### config.mk
export PLATFORM = sky130hd
export DESIGN_NAME = universal_shift_register
export DESIGN_NICKNAME = d
export VERILOG_FILES = /design/src/rtl/universal_shift_register.sv
export SDC_FILE = /design/constraint.sdc
export NUM_CORES = 1
export LEC_CHECK = 0
export BUFFER_PORTS_ARGS = -buffer_cell sky130_fd_sc_hd__buf_2
export CAP_MARGIN = 20
export CORE_ASPECT_RATIO = 0.75
export CORE_UTILIZATION = 55
export DETAILED_ROUTE_END_ITERATION = 8
export PLACE_DENSITY = 0.8
export REMOVE_ABC_BUFFERS = 1
export SYNTH_ARGS = -nofsm -noshare
export SYNTH_HDL_FRONTEND = slang
export SYNTH_SLANG_ARGS = --single-unit
### constraint.sdc
create_clock -name clk -period 1.83 [get_ports clk]
set_input_delay 0.549 -clock clk [delete_from_list [all_inputs] [get_ports clk]]
set_output_delay 0.549 -clock clk [all_outputs]
set_load 0.01 [all_outputs]
### src/rtl/universal_shift_register.sv
// WIDTH-bit universal shift register: load, clear, shift/rotate both ways,
// plus a multi-cycle burst engine that repeats one shift/rotate shamt times.
module universal_shift_register #(
    parameter int               WIDTH       = 8,
    parameter logic [WIDTH-1:0] RESET_VALUE = '0,
    parameter int               CNT_W       = $clog2(WIDTH + 1)
) (
    input  logic             clk,
    input  logic             rst,
    input  logic             en,
    input  logic [2:0]       mode,
    input  logic [WIDTH-1:0] d,
    input  logic             sin_l,
    input  logic             sin_r,
    input  logic             start,
    input  logic [CNT_W-1:0] shamt,
    output logic [WIDTH-1:0] q,
    output logic             sout_msb,
    output logic             sout_lsb,
    output logic             busy,
    output logic             done
);

    typedef enum logic {
        IDLE,
        BURST
    } state_t;

    state_t           state;
    logic [2:0]       bmode;
    logic [CNT_W-1:0] cnt;
    logic             is_shift;

    function automatic logic [WIDTH-1:0] op(
        input logic [2:0]       m,
        input logic [WIDTH-1:0] v,
        input logic             sl,
        input logic             sr,
        input logic [WIDTH-1:0] ld
    );
        logic [WIDTH-1:0] r;
        r = v;
        case (m)
            3'b001:  r = {v[WIDTH-2:0], sr};
            3'b010:  r = {sl, v[WIDTH-1:1]};
            3'b011:  r = {v[WIDTH-2:0], v[WIDTH-1]};
            3'b100:  r = {v[0], v[WIDTH-1:1]};
            3'b101:  r = ld;
            3'b110:  r = RESET_VALUE;
            default: r = v;
        endcase
        return r;
    endfunction

    assign is_shift = (mode != 3'b000) && (mode <= 3'b100);
    assign sout_msb = q[WIDTH-1];
    assign sout_lsb = q[0];
    assign busy     = (state == BURST);

    always_ff @(posedge clk or posedge rst) begin
        if (rst) begin
            q     <= RESET_VALUE;
            state <= IDLE;
            bmode <= 3'b000;
            cnt   <= '0;
            done  <= 1'b0;
        end else begin
            done <= 1'b0;
            case (state)
                IDLE: begin
                    if (start && is_shift) begin
                        // Launch edge only latches; a zero count completes at once.
                        if (shamt != '0) begin
                            state <= BURST;
                            bmode <= mode;
                            cnt   <= shamt;
                        end else begin
                            done <= 1'b1;
                        end
                    end else if (en) begin
                        q <= op(mode, q, sin_l, sin_r, d);
                    end
                end
                BURST: begin
                    if (en) begin
                        q   <= op(bmode, q, sin_l, sin_r, d);
                        cnt <= cnt - CNT_W'(1);
                        if (cnt == CNT_W'(1)) begin
                            state <= IDLE;
                            done  <= 1'b1;
                        end
                    end
                end
                default: state <= IDLE;
            endcase
        end
    end

endmodule
==> results_dict.tcl, run 1 <==
set metrics [dict create \
    cts-hold-fix-buffers 0 \
    finalSetupViolCount 7 \
    clock_latency_ns 0.26 \
    drive_above_1_share_pct 39.50 \
    syn_avg_cell_area_sq_um 8.544 \
    grt_pass1_wl_mm 8.342 \
    grt_pass1_vias 1778 \
    multiInputGateArea_sq_um 1146 \
    grt.overflow.total 0 \
    power_frac_clock_pct 9.3 \
    utilization_pct 76.19 \
    violations "setup timing" \
    endpoint_kind "flip-flop" \
    finalClockSkew_ns 0.007662 \
    hp-class "in2async" \
    gp_congestion 0.8817 \
    die_width_microns 65.23 \
    synthAdderAreaFrac_pct 2.276 \
    n_antenna_cell 0 \
    fin_cells 274 \
    clk_pin_slew_ns 0.08 \
    holdWs_ns 0.3774 \
    crit_fanout 6 \
    synthMuxAreaShare_pct 5.690 \
    place_hpwl_mm 3.618 \
    drv_slew 0 \
    p_seq_share_pct 28.5 \
    dr.pass1.iters 5 \
    die_area_sq_um 3223 \
    antenna_found_initial 0 \
    p_per_area_nw_per_um2 1506 \
    avgViaCountPerCell 6.555 \
    grt_start_max_net_pins 22 \
    yosysUniqueCellTypes 61 \
    switching_share_pct 48.01 \
    worst_ep_required_time_ns 1.97 \
    synth_top_family_by_area "compound AO/OA/AOI/OAI gates" \
    finalNetCount 263 \
    cts_tree "yes" \
    remaining_drc_errors 0 \
    synth_compound_area_share_pct 31.64 \
    cts.path.max_buffers 2 \
    fmax_mhz 530.7 \
    port_buffers 32 \
    outcome "complete, but fails checks" \
    ys_seq_elements 17 \
    synth-xor-area-share_pct 0.5311 \
    regArea_sq_um 425.4 \
    yosys_warnings 0 \
    worst_slack_ns -0.05438 \
    postRouteAntennaNets 0 \
    finalHoldViolations 0 \
    seq_area_frac_synth_pct 25.80 \
    totalWireLength_mm 4.936 \
    mostFrequentLayoutCells "29 x buf_2, 25 x buf_4, 17 x dfrtp_1, 10 x nand2_1, 10 x nor2_1" \
    crit_type "in2reg" \
    pwr-share-comb_pct 62.2 \
    post-route-period-util_pct 103.0 \
    drt_first_iter_violations 219 \
    maxCapViolations 0 \
    crit_arrival_ns 2.03 \
    wl_per_cell_microns 18.01 \
    cts_root_buffer "clkbuf_8" \
    io_pins 33 \
    ir_drop_uv 919.7 \
    switchingPower_mw 1.500 \
    rows 16 \
    synthSimpleGateAreaFrac_pct 25.87 \
    grtUsageTotal_pct 33.40 \
    syn-cell-area_sq_um 1649 \
    syn_inst 193 \
    p_int_mw 1.624 \
    layout_min_cycle_time_ns 1.884 \
    start_util_pct 60.57 \
    coreArea_sq_um 2723 \
    placed_cells 268 \
    fillers 196 \
    grt_setup_unrepaired "true" \
    numCtsBuffers 3 \
    die-height_microns 49.42 \
    cts.sinks 17 \
    worst_pin_slew_ns 0.6746 \
    htree_levels 1 \
    area_growth_pct 25.80 \
    leakagePower_nw 0.9314 \
    cp-start-kind "input port" \
    relSlewSlack_pct 54.98 \
    mostFrequentLayoutCell "buf_2" \
    num_vias 1796 \
]
-- sequential cells by signal, indices dropped and copies added, names as in the netlist --
register,count
busy,1
done,1
bmode,3
q,8
cnt,4
-- per-layer routing --
| layer | GRT usage [%] | wire [microns] |
|---|---|---|
| met1 | 47.38 | 2096 |
| met2 | 51.37 | 2272 |
| met3 | 7.710 | 536 |
| met4 | 7.246 | 31 |
| met5 | 0 | 0 |
-- critical path, cell delays in order --
cell and delay, ns:
buf_8 0.08, nor2_4 0.04, ha_4 0.26, and2b_2 0.22, buf_4 0.13, or4_4 0.56
nand3_1 0.12, o31ai_1 0.07
-- kinds of logic (layout without fill, tap and decap cells) --
logic type                 Yosys count  after routing
muxes                                9              9
and+or+nand+nor                     70             70
xor gates and xnor gates             1              1
buffers and inverters               24             69
AOI/OAI and AO/OA                   69             69
DFF                                 17             17
adders and majority gates            3              3
-- repair_timing --
action	CTS	global route
pin swaps	5	5
setup endpoints to repair	6	9
setup buffers	1	1
resized for setup	13	4
-- synthesized netlist by cell type (all sizes together) --
master	number	area, sq um
dfrtp	17	425.4
nor2	12	45.04
buf	11	75.07
nand2	10	37.54
a21oi	9	45.04
a211oi	8	60.06
a21o	8	63.82
nand2b	8	50.05
nand3	8	40.04
o21ai	8	43.79
inv	7	26.28
clkbuf	6	33.77
mux2i	6	60.06
nor3	6	35.03
a21boi	5	52.55
o31ai	5	37.54
a311oi	4	35.03
nand3b	4	30.03
o211ai	4	35.03
a221oi	3	26.28
a31oi	3	18.77
and3	3	25.03
ha	3	37.54
mux2	3	33.78
nor2b	3	18.77
nor3b	3	27.52
and2b	2	16.27
nor4	2	27.53
o22ai	2	12.51
o2bb2ai	2	17.52
o311ai	2	17.52
or2	2	12.51
or3	2	12.51
or4	2	18.77
a22o	1	8.760
a2bb2oi	1	8.760
and3b	1	10.01
nand4b	1	8.760
o221a	1	11.26
o221ai	1	8.760
o22a	1	8.760
o31a	1	10.01
or3b	1	11.26
xor2	1	8.760
-- path summary, 6_finish.rpt --
check | startpoint | to | slack, ns | cells after the start
worst max-delay path | mode[1] | q[4] | -0.05 | 8
worst min register to register | cnt[3] | cnt[3] | 0.55 | 1
worst max register to register | bmode[1] | q[5] | 0.05 | 4
max in group asynchronous | rst | cnt[3] | 1.01 | 2
min in group clk | cnt[3] | cnt[3] | 0.55 | 1
worst min-delay path | rst | done | 0.38 | 2
-- layout make-up --
| cell class | instances | area share [%] |
|---|---|---|
| multi-input cells | 152 | 55.25 |
| inverters | 7 | 1.267 |
| repair buffers | 58 | 18.58 |
| clock buffers | 3 | 1.990 |
| well taps | 36 | 2.171 |
| flip-flops and latches | 17 | 20.51 |
| clock inverters | 1 | 0.2413 |
-- stage by stage --
step	TNS (ns)	setup slack (ns)	power, mW	cell area (sq um)
2_1_floorplan	-0.9982	-0.1708	1.997	1540
3_3_place_gp	-3.408	-0.3044	2.606	1926
3_5_place_dp	-3.951	-0.3530	2.690	1926
4_1_cts	-0.002083	-0.002083	3.027	2047
5_1_grt	-0.6728	-0.1119	3.349	2074
6_report	-0.2671	-0.05438	3.124	2074
-- power by group through the flow --
stage / Sequential, mW / Combinational, mW / Clock [mW]
after CTS: 0.867 / 1.87 / 0.290
after detailed placement: 0.876 / 1.81 / 0
final: 0.890 / 1.94 / 0.291
after global placement: 0.850 / 1.76 / 0
after global routing: 0.912 / 2.13 / 0.304
after floorplan: 0.941 / 1.06 / 0
Note: power is estimated with default switching activity, not from simulation.
==> inputs of run 2 (changes only) <==
--- a/config.mk
+++ b/config.mk
@@ -5,12 +5,13 @@
 export SDC_FILE = /design/constraint.sdc
 export NUM_CORES = 1
 export LEC_CHECK = 0
+export ABC_AREA = 1
 export BUFFER_PORTS_ARGS = -buffer_cell sky130_fd_sc_hd__buf_2
 export CAP_MARGIN = 20
 export CORE_ASPECT_RATIO = 0.75
-export CORE_UTILIZATION = 55
+export CORE_UTILIZATION = 53
 export DETAILED_ROUTE_END_ITERATION = 8
-export PLACE_DENSITY = 0.8
+export PLACE_DENSITY = 0.79
 export REMOVE_ABC_BUFFERS = 1
 export SYNTH_ARGS = -nofsm -noshare
 export SYNTH_HDL_FRONTEND = slang
==> run 2 against run 1 <==
Against the previous run: clock power fell by 29%; critical path depth fell by 6; synthesized area fell by 17%; largest power group unchanged; largest cell class unchanged; maximum frequency rose by 8.0%; register-to-register slack improved by 0.34 ns; flip-flop and latch count did not move; clock skew fell by 0.0026 ns; final cell count rose by 8.0%; the flow now finishes without violations; die area fell by 13%.
==> results_dict.tcl, run 2 <==
set metrics [dict create \
    outcome "finished, final reports clean" \
    crit_arrival_ns 1.20 \
    start_util_pct 58.10 \
    multiInputGateArea_sq_um 793.3 \
    crit_fanout 9 \
    remaining_drc_errors 0 \
    regArea_sq_um 425.4 \
    area_growth_pct 19.49 \
    port_buffers 32 \
    dp_slack_ns 0.02245 \
    num_vias 1511 \
    grt_start_max_net_pins 18 \
    seq_area_frac_synth_pct 30.97 \
    cts-hold-fix-buffers 0 \
    finalPower_mw 2.451 \
    finalSetupViolCount 0 \
    dr.pass1.iters 4 \
    coreArea_sq_um 2365 \
    syn-cell-area_sq_um 1374 \
    drive_above_1_share_pct 21.37 \
    placed_cells 292 \
    numCtsBuffers 3 \
    n_antenna_cell 0 \
    drv_slew 0 \
    grt_setup_unrepaired "false" \
    yosysUniqueCellTypes 25 \
    reg_top3 "q (8), cnt (4), bmode (3)" \
    io_pins 33 \
    cp-start-kind "flip-flop" \
    antenna_found_initial 0 \
    top_register "q" \
    cts.path.max_buffers 2 \
    synthFlopType "dfrtp_1" \
    synth_edf_count 0 \
    grt_pass1_vias 1257 \
    synthArstFlopShare_pct 100.0 \
    finalNetCount 287 \
    htree_levels 1 \
    die_area_sq_um 2802 \
    synth_top_cell_area_share_pct 30.97 \
    yosys_warnings 0 \
    drt_first_iter_violations 133 \
    worst_slack_ns 0.08513 \
    clock_latency_ns 0.30 \
    fmax_mhz 573.1 \
    hp-class "in2async" \
    ys_top_cells_by_area "dfrtp_1 31%, nand2_1 22%, nand3_1 8.4%, inv_1 7.1%, o21ai_0 5.8%" \
    holdWs_ns 0.2344 \
    yosys-top-cells-count "81 x nand2_1, 26 x inv_1, 23 x nand3_1" \
    largest_reg_flops 8 \
    mostFrequentLayoutCells "81 x nand2_1, 32 x buf_2, 26 x inv_1, 23 x nand3_1, 17 x dfrtp_1" \
    endpoint_kind "primary output" \
    cts_setup_buffers 0 \
    clk_pin_slew_ns 0.10 \
    relSlewSlack_pct 77.86 \
    die_width_microns 60.79 \
    ir_drop_uv 888.3 \
    worst_pin_slew_ns 0.3321 \
    cts_tree "yes" \
    leakagePower_nw 0.9153 \
    post-route-period-util_pct 95.35 \
    crit_type "reg2out" \
    grt.overflow.total 0 \
    grt_pass1_wl_mm 5.789 \
    maxCapViolations 0 \
    fillers 230 \
    grtUsageTotal_pct 28.18 \
    avgViaCountPerCell 5.105 \
    p_per_area_nw_per_um2 1493 \
    worst_ep_required_time_ns 1.28 \
    postRouteAntennaNets 0 \
    layout_min_cycle_time_ns 1.745 \
    mostFrequentLayoutCell "nand2_1" \
    setup-tns-final_ns 0 \
    yosysMostFrequentCell "nand2_1" \
    yosys.area.top_type "dfrtp_1" \
    fin_cells 296 \
    finalClockSkew_ns 0.005013 \
    cts.sinks 17 \
    syn_inst 221 \
    ctsResizeCount 0 \
    syn_avg_cell_area_sq_um 6.216 \
    ys_seq_elements 17 \
    cts_root_buffer "clkbuf_4" \
    finalHoldViolations 0 \
    place_hpwl_mm 2.606 \
    totalWireLength_mm 3.435 \
    rows 15 \
    wl_per_cell_microns 11.60 \
    gp_congestion 0.8589 \
    die-height_microns 46.09 \
]
## run 2: cell types whose count changed after synthesis, sizes merged, moves of 6 or more
cell,previous run,this run
a211oi,8,0
a21o,8,0
a21oi,9,15
clkbuf,6,0
inv,7,29
mux2i,6,0
nand2,10,83
nand2b,8,0
nand3,8,24
nand4,0,6
o21ai,8,19
## run 2: power by group
group / switching (mW) / internal [mW] / total (mW) / leakage, nW
Clock: 0.122 / 0.0851 / 0.207 / 0.0150
Sequential: 0.262 / 0.551 / 0.814 / 0.211
Combinational: 0.856 / 0.573 / 1.43 / 0.689
## run 2: cells by family after synthesis
| kind of cell | synth area share (%) |
|---|---|
| and+or+nand+nor | 40.25 |
| AOI/OAI and AO/OA | 14.76 |
| buffers and inverters | 11.29 |
| DFF | 30.97 |
| adders and majority gates | 2.733 |
## run 2: final cells by class
cell class / count / area share, %
Clock buffer: 4 / 1.601
Inverter: 29 / 6.784
Multi-Input combinational cell: 169 / 48.32
Sequential cell: 17 / 25.91
Tap cell: 34 / 2.591
Timing Repair Buffer: 43 / 14.79
## run 2: final timing paths
check                      endpoint      from  slack (ns)  cells after the start
setup / recovery               busy      busy        0.09                      2
hold / removal                 q[0]       rst        0.23                      3
setup reg to reg               q[3]      busy        0.39                      9
hold reg to reg              cnt[3]    cnt[3]        0.59                      2
max in group asynchronous      q[4]       rst        1.41                      3
min in group clk             cnt[1]  shamt[1]        0.53                      3
## run 2: through the flow
stage	area, sq um	utilization [%]
4_1_cts	1642	69.42
3_3_place_gp	1615	68.31
6_report	1642	69.42
3_5_place_dp	1615	68.31
5_1_grt	1642	69.42
2_1_floorplan	1330	-
## run 2: worst max-delay path, stage by stage (launching register included)
cell	delay, ns
dfrtp_1	0.55
buf_4	0.21
buf_2	0.13
## run 2: per-layer routing
metal / share of wire [%] / vias to the layer above / GRT usage (%) / wire (microns)
li1: - / 793 / - / -
met1: 52 / 671 / 42.11 / 1799
met2: 42 / 45 / 42.64 / 1435
met3: 5.7 / 2 / 6.742 / 195
met4: 0.12 / 0 / 2.727 / 4
met5: 0 / - / 0 / 0
==> inputs of run 3 (changes only) <==
--- a/config.mk
+++ b/config.mk
@@ -8,7 +8,6 @@
 export ABC_AREA = 1
 export BUFFER_PORTS_ARGS = -buffer_cell sky130_fd_sc_hd__buf_2
 export CAP_MARGIN = 20
-export CORE_ASPECT_RATIO = 0.75
 export CORE_UTILIZATION = 53
 export DETAILED_ROUTE_END_ITERATION = 8
 export PLACE_DENSITY = 0.79
==> run 3 against run 2 <==
Against the previous run: core utilization shrank 2.4 points; routed wire length shrank 0.93%; first-iteration DRC count shrank 63%; flip-flop and latch count is the same; die area is essentially flat; clock-buffer cell count is the same; global-route usage shrank 0.73 points; non-clock buffer count grew 1; final cell count shrank 1.0%.
==> results_dict.tcl, run 3 (synthesis gave the netlist of run 2 again) <==
set metrics [dict create \
    outcome "finished, final reports clean" \
    finalNetCount 288 \
    die-height_microns 52.91 \
    p_per_area_nw_per_um2 1483 \
    avgViaCountPerCell 5.239 \
    grtUsageTotal_pct 27.45 \
    placed_cells 289 \
    regArea_sq_um 425.4 \
    reg_top3 "q (8), cnt (4), bmode (3)" \
    fmax_mhz 621.7 \
    mostFrequentLayoutCells "81 x nand2_1, 32 x buf_2, 26 x inv_1, 23 x nand3_1, 17 x dfrtp_1" \
    rows 18 \
    antenna_found_initial 0 \
    num_vias 1535 \
    grt_setup_unrepaired "false" \
    cts.sinks 17 \
    drv_slew 0 \
    dr.pass1.iters 4 \
    start_util_pct 55.96 \
    post-route-period-util_pct 87.90 \
    p_seq_share_pct 33.3 \
    ir_drop_uv 864.0 \
    area_growth_pct 19.67 \
    ctsResizeCount 0 \
    crit_type "reg2out" \
    fin_cells 293 \
    switchingPower_mw 1.217 \
    cpPeakStageDelay_ns 0.56 \
    grt_start_max_net_pins 18 \
    totalWireLength_mm 3.403 \
    postRouteAntennaNets 0 \
    crit_cells 1 \
    mostFrequentLayoutCell "nand2_1" \
    cts-hold-fix-buffers 0 \
    remaining_drc_errors 0 \
    wl_per_cell_microns 11.61 \
    die_area_sq_um 2799 \
    crit_fanout 12 \
    leakagePower_nw 0.9210 \
    layout_min_cycle_time_ns 1.609 \
    drt_first_iter_violations 49 \
    finalSetupViolCount 0 \
    cp_slowest_cell "dfrtp_1" \
    n_antenna_cell 0 \
    cts_root_buffer "clkbuf_4" \
    grt_pass1_vias 1277 \
    gp_congestion 0.8111 \
    worst_ep_required_time_ns 1.28 \
    grt_pass1_wl_mm 5.540 \
    finalClockSkew_ns 0.003521 \
    relSlewSlack_pct 76.60 \
    coreArea_sq_um 2455 \
    multiInputGateArea_sq_um 793.3 \
    p_int_mw 1.221 \
    cp-start-kind "flip-flop" \
    cts_tree "yes" \
    r2r_cells 7 \
    largest_reg_flops 8 \
    top_register "q" \
    grt.overflow.total 0 \
    power_frac_clock_pct 8.4 \
    crit_family "flip-flops" \
    maxCapViolations 0 \
    drive_above_1_share_pct 21.67 \
    fillers 255 \
    clock_latency_ns 0.29 \
    cts.path.max_buffers 2 \
    critPathBufInv 1 \
    finalHoldViolations 0 \
    io_pins 33 \
    holdWs_ns 0.2467 \
    pwr-share-comb_pct 58.4 \
    htree_levels 1 \
    numCtsBuffers 3 \
    port_buffers 32 \
    crit_chain "buf_2" \
    place_hpwl_mm 2.582 \
    cts_setup_buffers 0 \
    clk_pin_slew_ns 0.10 \
    die_width_microns 52.91 \
    startpoint "busy" \
    hp-class "in2async" \
    crit_arrival_ns 1.06 \
    reg2reg_from "busy" \
    worst_pin_slew_ns 0.3509 \
    switching_share_pct 49.92 \
    endpoint_kind "primary output" \
]
==> run 3: cell count changes in the layout (fill, tap and decap cells not counted), sizes merged <==
| cell | before | now |
|---|---|---|
| buf | 43 | 44 |
==> run 3: path summary, 6_finish.rpt <==
check | to | slack, ns
min in group clk | cnt[1] | 0.52
max in group asynchronous | q[3] | 1.39
worst min register to register | cnt[1] | 0.59
worst max register to register | q[3] | 0.36
worst min-delay path | cnt[2] | 0.25
worst max-delay path | busy | 0.22
==> run 3: per-stage QoR <==
step	total power, mW	util (%)	area, sq um	setup WS (ns)	setup TNS (ns)
after floorplan	1.745	-	1330	0.1442	0
final	2.438	66.97	1644	0.2215	0
after global placement	2.213	65.90	1618	0.02309	0
after global routing	2.721	66.97	1644	0.1227	0
after detailed placement	2.235	65.90	1618	-0.005161	-0.009408
after CTS	2.439	66.97	1644	0.2179	0
==> run 3: cell type report <==
cell class                 instances  share of cell area (%)
clock buffer                       4                   1.598
multi-input combinational        169                   48.25
sequential                        17                   25.88
tap                               30                   2.283
timing repair buffer              44                   15.22
inverter                          29                   6.773
==> run 3: power by group through the flow <==
stage	registers, mW	logic, mW	clock network, mW
final	0.811	1.42	0.204
after detailed placement	0.814	1.42	0
after global routing	0.846	1.65	0.223
after floorplan	0.815	0.930	0
after global placement	0.813	1.40	0
after CTS	0.807	1.43	0.205
==> run 3: per-layer routing <==
layer  vias to the layer above  global-route usage [%]  part of all wire, %
met3                         5                   3.161                  7.2
met4                         0                   9.649                  1.3
li1                        795                       -                    -
met5                         -                       0                    0
met2                        56                   44.73                   47
met1                       679                   37.19                   45
